### src/rtl/uart_pkg.sv
// uart_pkg: shared constants and types for the UART receive path.
//   DBIT_DEF         default data word width
//   FIFO_ADDR_W_DEF  default FIFO address width
//   FIFO_DEPTH_DEF   derived default FIFO depth (2**FIFO_ADDR_W_DEF)
//   fifo_op_e        per-cycle FIFO operation, encoded as {push, pop}
package uart_pkg;

  localparam int unsigned DBIT_DEF        = 8;
  localparam int unsigned FIFO_ADDR_W_DEF = 4;
  localparam int unsigned FIFO_DEPTH_DEF  = 1 << FIFO_ADDR_W_DEF;

  typedef enum logic [1:0] {
    NOP      = 2'b00,
    POP      = 2'b01,
    PUSH     = 2'b10,
    PUSH_POP = 2'b11
  } fifo_op_e;

  // Folds the accepted push/pop qualifiers into one operation code.
  function automatic fifo_op_e fifo_op(input logic push, input logic pop);
    return fifo_op_e'({push, pop});
  endfunction

endpackage

### src/rtl/uart_rx_fifo_if.sv
// uart_rx_fifo_if: bus between the UART receiver / host side and uart_rx_fifo.
//   wr, w_data    push strobe and byte (receiver rx_done_tick / rx_dout)
//   rd            pop strobe from the consumer
//   clr_ovf       clears the sticky overflow flag
//   r_data        head entry (first-word-fall-through)
//   empty, full   occupancy flags
//   count         entries stored, 0..2**ADDR_W
//   overflow      sticky dropped-push flag
//   almost_full   count >= AF_THRESH (only with UART_RX_FIFO_WATERMARK_EN)
// Modports: master = producer/consumer side, slave = FIFO.
interface uart_rx_fifo_if #(
  parameter int unsigned DBIT   = 8,
  parameter int unsigned ADDR_W = 4
);

  logic              wr;
  logic [DBIT-1:0]   w_data;
  logic              rd;
  logic              clr_ovf;
  logic [DBIT-1:0]   r_data;
  logic              empty;
  logic              full;
  logic [ADDR_W:0]   count;
  logic              overflow;
`ifdef UART_RX_FIFO_WATERMARK_EN
  logic              almost_full;
`endif

  modport master (
    output wr, w_data, rd, clr_ovf,
    input  r_data, empty, full, count, overflow
`ifdef UART_RX_FIFO_WATERMARK_EN
    , input almost_full
`endif
  );

  modport slave (
    input  wr, w_data, rd, clr_ovf,
    output r_data, empty, full, count, overflow
`ifdef UART_RX_FIFO_WATERMARK_EN
    , output almost_full
`endif
  );

endinterface

### src/rtl/uart_fifo_ctrl.sv
// uart_fifo_ctrl: pointer, occupancy and overflow control for uart_rx_fifo.
// Optional feature macro: UART_RX_FIFO_WATERMARK_EN (adds almost_full).
//   clk, rst        clock, synchronous active-high reset
//   wr, rd          push / pop requests
//   clr_ovf         clears overflow (a same-cycle drop wins)
//   push_en         storage write enable at wr_ptr
//   wr_ptr, rd_ptr  storage pointers, wrap modulo 2**ADDR_W
//   count           registered occupancy, 0..2**ADDR_W
//   empty, full     decoded from count
//   overflow        sticky dropped-push flag
//   almost_full     registered (next count >= AF_THRESH), macro only
module uart_fifo_ctrl
  import uart_pkg::*;
#(
  parameter int unsigned ADDR_W = FIFO_ADDR_W_DEF
`ifdef UART_RX_FIFO_WATERMARK_EN
  , parameter int unsigned AF_THRESH = 12
`endif
) (
  input  logic              clk,
  input  logic              rst,
  input  logic              wr,
  input  logic              rd,
  input  logic              clr_ovf,
  output logic              push_en,
  output logic [ADDR_W-1:0] wr_ptr,
  output logic [ADDR_W-1:0] rd_ptr,
  output logic [ADDR_W:0]   count,
  output logic              empty,
  output logic              full,
  output logic              overflow
`ifdef UART_RX_FIFO_WATERMARK_EN
  , output logic            almost_full
`endif
);

  localparam logic [ADDR_W:0]   FULL_CNT = {1'b1, {ADDR_W{1'b0}}};
  localparam logic [ADDR_W-1:0] PTR_ONE  = ADDR_W'(1);
  localparam logic [ADDR_W:0]   CNT_ONE  = (ADDR_W + 1)'(1);
`ifdef UART_RX_FIFO_WATERMARK_EN
  localparam logic [ADDR_W:0]   AF_LVL   = (ADDR_W + 1)'(AF_THRESH);
`endif

  logic            push_ok;
  logic            pop_ok;
  logic            drop;
  fifo_op_e        op;
  logic [ADDR_W:0] count_nxt;

  assign empty = (count == '0);
  assign full  = (count == FULL_CNT);

  // A push into a full FIFO is still accepted when a pop frees the head slot
  // in the same cycle; a pop on empty is simply ignored.
  assign push_ok = wr & (~full | rd);
  assign pop_ok  = rd & ~empty;
  assign drop    = wr & full & ~rd;
  assign op      = fifo_op(push_ok, pop_ok);

  // Storage is not reset, so the write is suppressed during reset to keep
  // the reset-cycle byte from landing anywhere observable.
  assign push_en = push_ok & ~rst;

  always_comb begin
    count_nxt = count;
    case (op)
      PUSH:    count_nxt = count + CNT_ONE;
      POP:     count_nxt = count - CNT_ONE;
      default: count_nxt = count;
    endcase
  end

  always_ff @(posedge clk) begin
    if (rst) begin
      wr_ptr      <= '0;
      rd_ptr      <= '0;
      count       <= '0;
      overflow    <= 1'b0;
`ifdef UART_RX_FIFO_WATERMARK_EN
      almost_full <= 1'b0;
`endif
    end else begin
      case (op)
        PUSH: wr_ptr <= wr_ptr + PTR_ONE;
        POP:  rd_ptr <= rd_ptr + PTR_ONE;
        PUSH_POP: begin
          wr_ptr <= wr_ptr + PTR_ONE;
          rd_ptr <= rd_ptr + PTR_ONE;
        end
        default: ;
      endcase
      count <= count_nxt;
      if (drop) begin
        overflow <= 1'b1;
      end else if (clr_ovf) begin
        overflow <= 1'b0;
      end
`ifdef UART_RX_FIFO_WATERMARK_EN
      almost_full <= (count_nxt >= AF_LVL);
`endif
    end
  end

endmodule

### src/rtl/uart_rx_fifo.sv
// uart_rx_fifo: receive-side circular buffer behind the UART receiver.
// Captures a byte on each wr strobe and presents the oldest byte on r_data
// with first-word-fall-through reads. Dropped pushes set a sticky overflow.
// Optional feature macro: UART_RX_FIFO_WATERMARK_EN (adds almost_full).
//   clk   single clock
//   rst   synchronous active-high reset (pointers, count, flags; not storage)
//   bus   uart_rx_fifo_if.slave: wr, w_data, rd, clr_ovf in;
//         r_data, empty, full, count, overflow [, almost_full] out
// Parameters: DBIT data width, ADDR_W address width (depth 2**ADDR_W),
//             AF_THRESH almost-full level (used only with the macro).
module uart_rx_fifo
  import uart_pkg::*;
#(
  parameter int unsigned DBIT      = DBIT_DEF,
  parameter int unsigned ADDR_W    = FIFO_ADDR_W_DEF,
  parameter int unsigned AF_THRESH = 12
) (
  input logic            clk,
  input logic            rst,
  uart_rx_fifo_if.slave  bus
);

  localparam int unsigned DEPTH = 1 << ADDR_W;

  logic [DBIT-1:0]   mem [DEPTH];
  logic              push_en;
  logic [ADDR_W-1:0] wr_ptr;
  logic [ADDR_W-1:0] rd_ptr;

  uart_fifo_ctrl #(
    .ADDR_W    (ADDR_W)
`ifdef UART_RX_FIFO_WATERMARK_EN
    , .AF_THRESH (AF_THRESH)
`endif
  ) u_ctrl (
    .clk         (clk),
    .rst         (rst),
    .wr          (bus.wr),
    .rd          (bus.rd),
    .clr_ovf     (bus.clr_ovf),
    .push_en     (push_en),
    .wr_ptr      (wr_ptr),
    .rd_ptr      (rd_ptr),
    .count       (bus.count),
    .empty       (bus.empty),
    .full        (bus.full),
    .overflow    (bus.overflow)
`ifdef UART_RX_FIFO_WATERMARK_EN
    , .almost_full (bus.almost_full)
`endif
  );

  always_ff @(posedge clk) begin
    if (push_en) begin
      mem[wr_ptr] <= bus.w_data;
    end
  end

  // Head entry is driven straight from storage; stale while empty.
  assign bus.r_data = mem[rd_ptr];

endmodule

### src/flat_wrapper.sv
// flat-port wrapper written by rule: the top's interface ports become plain ports
module uart_rx_fifo_flat import uart_pkg::*;
#(
  parameter int unsigned DBIT      = DBIT_DEF,
  parameter int unsigned ADDR_W    = FIFO_ADDR_W_DEF,
  parameter int unsigned AF_THRESH = 12
)
  (clk, rst, bus_wr, bus_w_data, bus_rd, bus_clr_ovf, bus_r_data, bus_empty, bus_full, bus_count, bus_overflow);
  uart_rx_fifo_if #(.DBIT(DBIT), .ADDR_W(ADDR_W)) bus_i ();
  input logic clk;
  input logic rst;
  input wire logic [$bits(bus_i.wr)-1:0] bus_wr;
  input wire logic [$bits(bus_i.w_data)-1:0] bus_w_data;
  input wire logic [$bits(bus_i.rd)-1:0] bus_rd;
  input wire logic [$bits(bus_i.clr_ovf)-1:0] bus_clr_ovf;
  output wire logic [$bits(bus_i.r_data)-1:0] bus_r_data;
  output wire logic [$bits(bus_i.empty)-1:0] bus_empty;
  output wire logic [$bits(bus_i.full)-1:0] bus_full;
  output wire logic [$bits(bus_i.count)-1:0] bus_count;
  output wire logic [$bits(bus_i.overflow)-1:0] bus_overflow;
  assign bus_i.wr = bus_wr;
  assign bus_i.w_data = bus_w_data;
  assign bus_i.rd = bus_rd;
  assign bus_i.clr_ovf = bus_clr_ovf;
  assign bus_r_data = bus_i.r_data;
  assign bus_empty = bus_i.empty;
  assign bus_full = bus_i.full;
  assign bus_count = bus_i.count;
  assign bus_overflow = bus_i.overflow;
  uart_rx_fifo #(.DBIT(DBIT), .ADDR_W(ADDR_W), .AF_THRESH(AF_THRESH)) u_core (.clk(clk), .rst(rst), .bus(bus_i));
endmodule
### config.mk
export PLATFORM = sky130hd
export DESIGN_NAME = uart_rx_fifo_flat
export DESIGN_NICKNAME = d
export VERILOG_FILES = /design/src/rtl/uart_pkg.sv /design/src/rtl/uart_rx_fifo_if.sv /design/src/rtl/uart_fifo_ctrl.sv /design/src/rtl/uart_rx_fifo.sv /design/src/flat_wrapper.sv
export SDC_FILE = /design/constraint.sdc
export NUM_CORES = 1
export LEC_CHECK = 0
export ABC_AREA = 0
export ABC_CLOCK_PERIOD_IN_PS = 4300
export CAP_MARGIN = 20
export CORE_MARGIN = 2
export CORE_UTILIZATION = 50
export CTS_CLUSTER_SIZE = 14
export DETAILED_ROUTE_END_ITERATION = 10
export HOLD_SLACK_MARGIN = 0.15
export PLACE_DENSITY_LB_ADDON = 0.15
export RECOVER_POWER = 100
export SYNTH_ARGS = -nofsm -noshare
export SYNTH_HDL_FRONTEND = slang
export SYNTH_SLANG_ARGS = --single-unit
### constraint.sdc
create_clock -name clk -period 4.3 [get_ports clk]
set_input_delay 0.43 -clock clk [delete_from_list [all_inputs] [get_ports clk]]
set_output_delay 0.43 -clock clk [all_outputs]
set_load 0.01 [all_outputs]
==> results of run 1 <==
report_power, final:
group	switching (uW)	internal (uW)
Clock	580	920
Combinational	390	354
Sequential	43.5	1610
Total	1010	2880
area by class of cell:
| type | instances | area, um2 |
|---|---|---|
| fillers | 852 | 4520 |
| clock buffers | 22 | 551 |
| repair buffers | 30 | 308 |
| well taps | 143 | 179 |
| clock inverters | 10 | 77.6 |
| multi-input cells | 157 | 1490 |
| flip-flops and latches | 146 | 4210 |
| inverters | 10 | 37.5 |
worst min-delay path by stage:
stage	end	slack, ps	cells after the start
after CTS	u_core.u_ctrl.overflow	500	2
after detailed placement	u_core.u_ctrl.overflow	490	2
after floorplan	u_core.u_ctrl.wr_ptr[1]	480	2
final	u_core.u_ctrl.overflow	490	2
after global placement	u_core.u_ctrl.overflow	480	2
after global routing	u_core.u_ctrl.overflow	530	2
sequential cells by signal, summed over array words and instances (netlist names), named ones only:
| register | flops |
|---|---|
| u_core.mem | 128 |
| u_core.u_ctrl.overflow | 1 |
| u_core.u_ctrl.count | 5 |
| u_core.u_ctrl.rd_ptr | 4 |
| u_core.u_ctrl.wr_ptr | 4 |
synthesized netlist by cell type (3+ instances only):
master    instances  share of area [%]
a21oi_1           6               0.52
a22oi_1          16                2.1
buf_2             5               0.43
clkbuf_1          8               0.52
dfxtp_1          18                6.2
edfxtp_1        128                 66
ha_1             11                2.4
inv_1            10               0.65
mux4_2           32                 12
nand2_1          16                1.0
nor2_1           42                2.7
o21ai_0           3               0.26
or3_1             3               0.32
xor2_1            6               0.91
metrics by stage:
stage | util (%) | power (uW) | cells | setup slack, ps | instance area (um2)
after global routing | 60.2 | 4070 | 518 | 805 | 6850
after CTS | 60.2 | 3960 | 518 | 1000 | 6850
after global placement | 54.7 | 2460 | 486 | 1080 | 6220
after floorplan | - | 2190 | 328 | 1160 | 5790
after detailed placement | 54.7 | 2470 | 486 | 1020 | 6220
final | 60.2 | 3900 | 518 | 1020 | 6850
cells by family (layout without fill, tap and decap cells):
logic type	count (synthesis)	count (layout)	synth area share [%]
adders and majority gates	12	12	2.72
xor gates and xnor gates	7	7	1.06
AOI/OAI and AO/OA	30	30	3.50
DFF	146	146	72.6
buffers and inverters	25	72	1.73
and+or+nand+nor	73	73	5.46
muxes	35	35	13.0
per-layer routing:
| metal | up-vias | wire, um |
|---|---|---|
| met3 | 8 | 441 |
| li1 | 1344 | - |
| met1 | 1420 | 4660 |
| met5 | - | 0 |
| met2 | 67 | 5550 |
| met4 | 0 | 123 |
worst reg2reg max path, delay by kind of cell, from the launching register on:
family                     cells  cell delay [ps]
AOI/OAI and AO/OA              1              160
adders and majority gates      2              660
buffers and inverters          1              100
DFF                            1              340
muxes                          2              550
and+or+nand+nor                4             1380
==> results.md, run 1 <==
* Status: completed
* Pwr per Cell Area at 569 mW/mm2
* Vias per cell at 5.48
* CTS max path bufs at 2
* Syn Inst Count at 328
* Met2 track demand over resource at 31.0%
* FF-to-FF End: u_core.u_ctrl.count[4]
* Avg Inst Size Synth at 17.7 um2
* Most common cell after layout, fill and taps aside: edfxtp_1
* I/O Pins at 29
* Min-delay worst type: register to register
* Crit path capture: u_core.u_ctrl.count[4]
* Busiest layer in global routing: met2
* Clk Latency, worst-skew pair at 420 ps
* Height of the die at 112 um
* Post-synth EDFFs at 128
* Slew Limit Fails at 0
* Crit path depth at 10
* Fmax at 305 MHz
* Mapped cell area at 0.00579 mm2
* Worst Hold Launch: u_core.u_ctrl.overflow
* Slew @ Worst Pin at 901 ps
* # nets final at 387
* Peak VDD IR at 0.000349 V
* Total Routing Usage GR at 18.9%
* Worst reg-to-reg setup slack at 1020 ps
* PostCTS Resize Cnt at 0
* Critical path cell sequence: or4_1 > or3_1 > nand2_1 > ha_1 > inv_1 > fa_1 > nand2b_1 > a21oi_1 > mux2i_1 > mux2_2
* Mapped Nets at 353
* Worst path max stage delay at 640 ps
* Worst slew margin at 39.7%
* Initial Util at 51.0%
* Die Span X at 112 um
* Final Hold Viols at 0
* Worst Reg-to-Reg Cells at 10
* Final setup violation count at 0
* Routed Antenna Nets at 0
* Global placement routability congestion at 0.740
* CTS buffer count at 17
* Peak fanout along the critical path at 6
* Gr ovfl total at 0
* WHS at 494 ps
* YS warnings at 0
* Routed WL per cell at 20.8 um
* Area added between synthesis and finish at 18.2%
* GR Util met1 at 24.7%
* Final WL at 10,800 um
* Rows at 39
* Crit share post-route at 76.2%
* Crit path kind: register to register
* Worst Skew at 11.9 ps
* Max Cap Viol at 0
* #FFs+latches synth at 146
* RR Startpoint: u_core.u_ctrl.count[0]
* Vias at 2,839
* Fin crit period at 3280 ps
* RSZ-0062 raised after global routing: false
* Htree depth at 4
* First-pass GRT wire length at 16,900 um
* Met3 usage at 4.74%
* Share of post-route cells with drive strength above 1 at 18.4%
* DRC viols at 0
* CP Capture Type: register
* CTS tree: built
* CP top delay family: simple AND/OR/NAND/NOR gates
* Seq/Total Area, Yosys at 72.6%
* Async S/R FF share, synth at 0%
* Number of global-route vias before repair at 3,064
* Distinct cell type count after synthesis at 32
* Worst path arrival time at 3590 ps
* Root buf cell: clkbuf_16
* CTS Hold Bufs at 0
* Post-CTS Setup Bufs at 0
* CP max-delay cell: or4_1
* Critical Path Source: u_core.u_ctrl.count[0]
* WP buf/inv at 1
* Core ar. at 0.0114 mm2
* Most frequent cells in the layout: edfxtp_1, nor2_1, mux4_2, dlygate4sd3_1, clkbuf_16
* Leakage power at 0.00231 uW
* Die Area at 0.0125 mm2
* Buffers on Ports at 28
* Worst EP required at 4610 ps
* Startpoint Class: register
* Largest net degree at the start of global routing at 33
* Ys flop type: edfxtp_1
* Setup TNS at 0 ps
* TritonCTS Sinks at 146
* Detailed Route Iter0 Violations at 228
* Initial antenna violation count at 0
* Diodes inserted at 0
* DP HPWL at 6870 um
* Clk slew on worst S/H paths at 60 ps
* DR pass1 iterations at 4
Power figures use the tool's default switching activity.
==> inputs of run 2 (changes only) <==
ABC_CLOCK_PERIOD_IN_PS = 3100   (was 4300)
clock period = 3.1 ns   (was 4.3 ns; I/O delays follow)
==> run 2 against run 1 <==
Against the previous run:
- sequential power is 39% higher
- global-route usage is 0.62 points higher
- clock power is 31% higher
- hold slack worse by 1.6 ps
- largest cell class unchanged
- critical path type is now register to primary output
==> results.md, run 2 (same netlist as run 1, synthesis figures left out) <==
* TritonCTS Sinks at 146
* Worst EP required at 2790 ps
* Die Area at 0.0125 mm2
* Peak fanout along the critical path at 32
* Worst path max stage delay at 620 ps
* Initial Util at 51.0%
* Setup WS post-layout at 147 ps
* Critical path cell sequence: buf_12 > mux4_2 > a22oi_1 > nand2_1 > dlygate4sd3_1
* Min-delay worst type: register to register
* I/O Pins at 29
* Crit share post-route at 95.3%
* Place WS at 114 ps
* Final setup violation count at 0
* Share of post-route cells with drive strength above 1 at 19.5%
* Final Hold Viols at 0
* RSZ-0062 raised after global routing: false
* Root buf cell: clkbuf_16
* Initial antenna violation count at 0
* CP max-delay cell: dlygate4sd3_1
* First-pass GRT wire length at 17,500 um
* Power, Total at 5330 uW
* Combinational Power Share at 20.1%
* Routed WL per cell at 21.0 um
* Total Routing Usage GR at 19.5%
* Vias per cell at 5.61
* CTS tree: built
* CP Capture Type: primary output
* CTS max path bufs at 2
* Gr ovfl total at 0
* Pwr per Cell Area at 774 mW/mm2
* Slew @ Worst Pin at 1020 ps
* Clk slew on worst S/H paths at 60 ps
* Startpoint Class: register
* Peak VDD IR at 0.000525 V
* CTS buffer count at 17
* DR pass1 iterations at 4
* Diodes inserted at 0
* Area added between synthesis and finish at 18.9%
* Clk Latency, worst-skew pair at 410 ps
* Final Cell Area at 0.00689 mm2
* CTS Hold Bufs at 0
* Worst Skew at 11.1 ps
* Buffers on Ports at 28
* Final WL at 11,100 um
* Final core utilization at 60.6%
* Fmax at 339 MHz
* Crit path kind: register to primary output
* Leakage power at 0.00231 uW
* Routed Antenna Nets at 0
* Setup TNS at 0 ps
* Htree depth at 4
* Height of the die at 112 um
* Most common cell after layout, fill and taps aside: edfxtp_1
* Placed instance area at 0.00631 mm2
* Number of global-route vias before repair at 3,123
* DRC viols at 0
* Worst slew margin at 31.8%
* P_int at 4000 uW
* Die Span X at 112 um
* Clock share of power at 36.9%
* Most frequent cells in the layout: edfxtp_1, nor2_1, mux4_2, dlygate4sd3_1, clkbuf_16
* Core ar. at 0.0114 mm2
* Top flop regs: u_core.mem x128, u_core.u_ctrl.count x5
* Detailed Route Iter0 Violations at 206
* Status: completed
* Rows at 39
* Vias at 2,960
* DP HPWL at 6950 um
* # nets final at 397
* Max Cap Viol at 0
* Biggest register: u_core.mem
* Fin crit period at 2950 ps
* Max reg flops at 128
* Flop pwr share at 43.0%
* Worst path arrival time at 2640 ps
* Switch Pwr at 1340 uW
* Largest net degree at the start of global routing at 33
* Slew Limit Fails at 0
* Global placement routability congestion at 0.794
* Switching share of power at 25.0%
-- run 2: changes by cell type in the layout (fill, tap and decap cells not counted), sizes merged --
cell,before,now
clkbuf,22,28
buf,2,6
clkdlybuf4s50,4,6
clkinv,4,6
inv,16,10
dlygate4sd3,24,22
bufinv,0,2
clkinvlp,0,2
-- run 2: layout make-up --
type	count	area, um2
Fill cell	861	4480
Tap cell	143	179
Multi-Input combinational cell	157	1510
Clock inverter	10	109
Clock buffer	22	474
Sequential cell	146	4210
Timing Repair Buffer	40	373
Inverter	10	37.5
-- run 2: metal layers --
layer	vias up	track usage, %	share of wire (%)
met5	-	0	0
met4	0	8.64	1.8
met3	14	5.06	3.2
met2	64	30.9	51
met1	1520	25.7	44
li1	1362	-	-
-- run 2: worst paths after layout --
check / to / startpoint / slack [ps] / depth (start not counted)
worst max-delay path: bus_r_data[1] / register / 150 / 5
worst min-delay path: u_core.u_ctrl.overflow / u_core.u_ctrl.overflow / 490 / 2
worst max register to register: u_core.u_ctrl.count[4] / u_core.u_ctrl.count[0] / 180 / 10
worst min register to register: u_core.u_ctrl.overflow / u_core.u_ctrl.overflow / 490 / 2
-- run 2: power by group through the flow --
stage	logic (uW)	clock network [uW]	registers, uW
finish	1070	1970	2290
detailed placement	1130	0	2340
floorplan	708	0	2340
global route	1200	2080	2300
global placement	1130	0	2330
CTS	1140	2000	2300
-- run 2: timing repair --
| action | in CTS | in global routing |
|---|---|---|
| setup endpoints to repair | 0 | 1 |
| setup buffers | 0 | 0 |
| hold endpoints to repair | 0 | 0 |
| resized for setup | 0 | 2 |
-- run 2: critical path: cells and delay by family, from the launching register on --
kind	cells	cell delay [ps]
buffers and inverters	2	900
multiplexers	1	540
flip-flops	1	340
AO/OA/AOI/OAI	1	330
AND/OR/NAND/NOR	1	110
-- run 2: through the flow --
step | cells | hold WS, ps
2_1_floorplan | 328 | 409
3_3_place_gp | 496 | 475
3_5_place_dp | 496 | 481
4_1_cts | 528 | 491
5_1_grt | 528 | 554
6_report | 528 | 493
==> inputs of run 3 (changes only) <==
CORE_MARGIN = unset   (was 2)
==> run 3 against run 2 <==
Against the previous run:
- clock skew decreased by 3.8 ps
- via count fell by 2.1%
- global-route usage is 1.2 points higher
- largest cell class unchanged
- design area is 0.29% higher
==> results.md, run 3 (same netlist as run 1, synthesis figures left out) <==
* Status: completed
* Biggest register: u_core.mem
* Fmax at 338 MHz
* Worst Skew at 7.29 ps
* Top flop regs: u_core.mem x128, u_core.u_ctrl.count x5
* Fin crit period at 2960 ps
* Hold Crit Endpoint: u_core.u_ctrl.overflow
* Worst reg-to-reg setup slack at 140 ps
* Power, Total at 5500 uW
* Root buf cell: clkbuf_16
* TritonCTS Sinks at 146
* RSZ-0062 raised after global routing: false
* Placed instance area at 0.00632 mm2
* Buffers on Ports at 28
* Max reg flops at 128
* Global placement routability congestion at 0.754
* Slew @ Worst Pin at 955 ps
* Routed Antenna Nets at 0
* Setup TNS at 0 ps
* Initial antenna violation count at 0
* FF-to-FF End: u_core.u_ctrl.count[4]
* Min-delay worst type: register to register
* Leakage power at 0.00230 uW
* Die Area at 0.0120 mm2
* Gr ovfl total at 0
* DR pass1 iterations at 4
* Worst slew margin at 36.1%
* DRC viols at 0
* Most frequent cells in the layout: edfxtp_1, nor2_1, mux4_2, clkbuf_16, dlygate4sd3_1
* Crit path kind: register to register
* RR Startpoint: u_core.u_ctrl.count[0]
* Clk Latency, worst-skew pair at 410 ps
* Pwr per Cell Area at 796 mW/mm2
* Worst path arrival time at 3250 ps
* Share of post-route cells with drive strength above 1 at 17.8%
* Htree depth at 4
* Largest net degree at the start of global routing at 33
* Crit share post-route at 95.4%
* Most common cell after layout, fill and taps aside: edfxtp_1
* Critical Path Source: u_core.u_ctrl.count[0]
* Detailed Route Iter0 Violations at 194
* Vias at 2,898
* CTS Hold Bufs at 0
* Vias per cell at 5.49
* Routed WL per cell at 20.5 um
* First-pass GRT wire length at 17,000 um
* Diodes inserted at 0
* CTS tree: built
* # nets final at 400
* Startpoint Class: register
* Slew Limit Fails at 0
* Die Span X at 110 um
* DP HPWL at 6920 um
* FILL cells at 801
* Rows at 38
* Post-CTS Setup Bufs at 0
* Peak VDD IR at 0.000493 V
* CTS buffer count at 17
* Number of global-route vias before repair at 3,017
* Peak fanout along the critical path at 5
* Height of the die at 110 um
* PostCTS Resize Cnt at 0
* Final Cell Area at 0.00691 mm2
* Final setup violation count at 0
* Initial Util at 52.3%
* CP Capture Type: register
* Worst EP required at 3400 ps
* Worst Hold Launch: u_core.u_ctrl.overflow
* Max Cap Viol at 0
* Core ar. at 0.0111 mm2
* I/O Pins at 29
* Clk slew on worst S/H paths at 60 ps
* Final Hold Viols at 0
* CTS max path bufs at 2
* Area added between synthesis and finish at 19.2%
* Worst Reg-to-Reg Cells at 10
* Final WL at 10,800 um
* Hold path cells at 2
* Total Routing Usage GR at 20.7%
-- run 3: cell types whose count changed in the layout (fill, tap and decap cells not counted), moves of 2 or more --
cell,before,now
clkbuf_8,3,0
bufinv_16,2,5
buf_4,4,2
buf_12,2,0
clkinv_1,0,4
clkbuf_1,8,14
clkinv_2,5,2
clkdlybuf4s50_1,6,11
dlygate4sd3_1,22,17
-- run 3: stage by stage --
stage / std cells / worst slack, ps / utilization [%] / hold slack (ps)
2_1_floorplan: 328 / 20.8 / - / 409
4_1_cts: 528 / 33.4 / 62.7 / 515
3_3_place_gp: 496 / 146 / 57.1 / 472
5_1_grt: 528 / 17.4 / 62.4 / 567
6_report: 528 / 144 / 62.4 / 507
3_5_place_dp: 496 / 54.0 / 57.1 / 503
-- run 3: final cells by class --
type / instances / area [um2] / area share, %
clock buffer: 19 / 433 / 6.27
clock inverter: 13 / 190 / 2.75
inverter: 10 / 37.5 / 0.543
multi-input combinational: 157 / 1510 / 21.9
sequential: 146 / 4210 / 60.9
tap: 140 / 175 / 2.54
timing repair buffer: 43 / 352 / 5.09
-- run 3: report_power, final --
part,switching [uW],internal [uW],total [uW]
logic,554,514,1070
clock network,726,1410,2140
registers,59.4,2230,2290
total,1340,4160,5500
-- run 3: worst max-delay path: stages (launching register included) --
cell and delay, ps:
dfxtp_2 340, or4_1 550, or3_4 360, nand2_2 110, ha_4 160, inv_1 60, fa_1 390, nand2b_1 170
a21oi_2 140, mux2i_1 220, mux2_2 340
-- run 3: routing by layer --
metal / GRT usage [%] / up-vias / wire [um]
met5: 0 / - / 0
met4: 7.81 / 0 / 99
met3: 5.33 / 6 / 527
met1: 27.0 / 1459 / 4610
li1: - / 1370 / -
met2: 33.4 / 63 / 5580
-- run 3: worst max-delay path by stage --
stage                     depth (start not counted)                     end  slack (ps)
final                                            10  u_core.u_ctrl.count[4]         140
after CTS                                        10  u_core.u_ctrl.count[4]          30
after global placement                           10  u_core.u_ctrl.count[4]         150
after global routing                              5           bus_r_data[6]          20
after floorplan                                  12  u_core.u_ctrl.count[4]          20
after detailed placement                         10  u_core.u_ctrl.count[4]          50
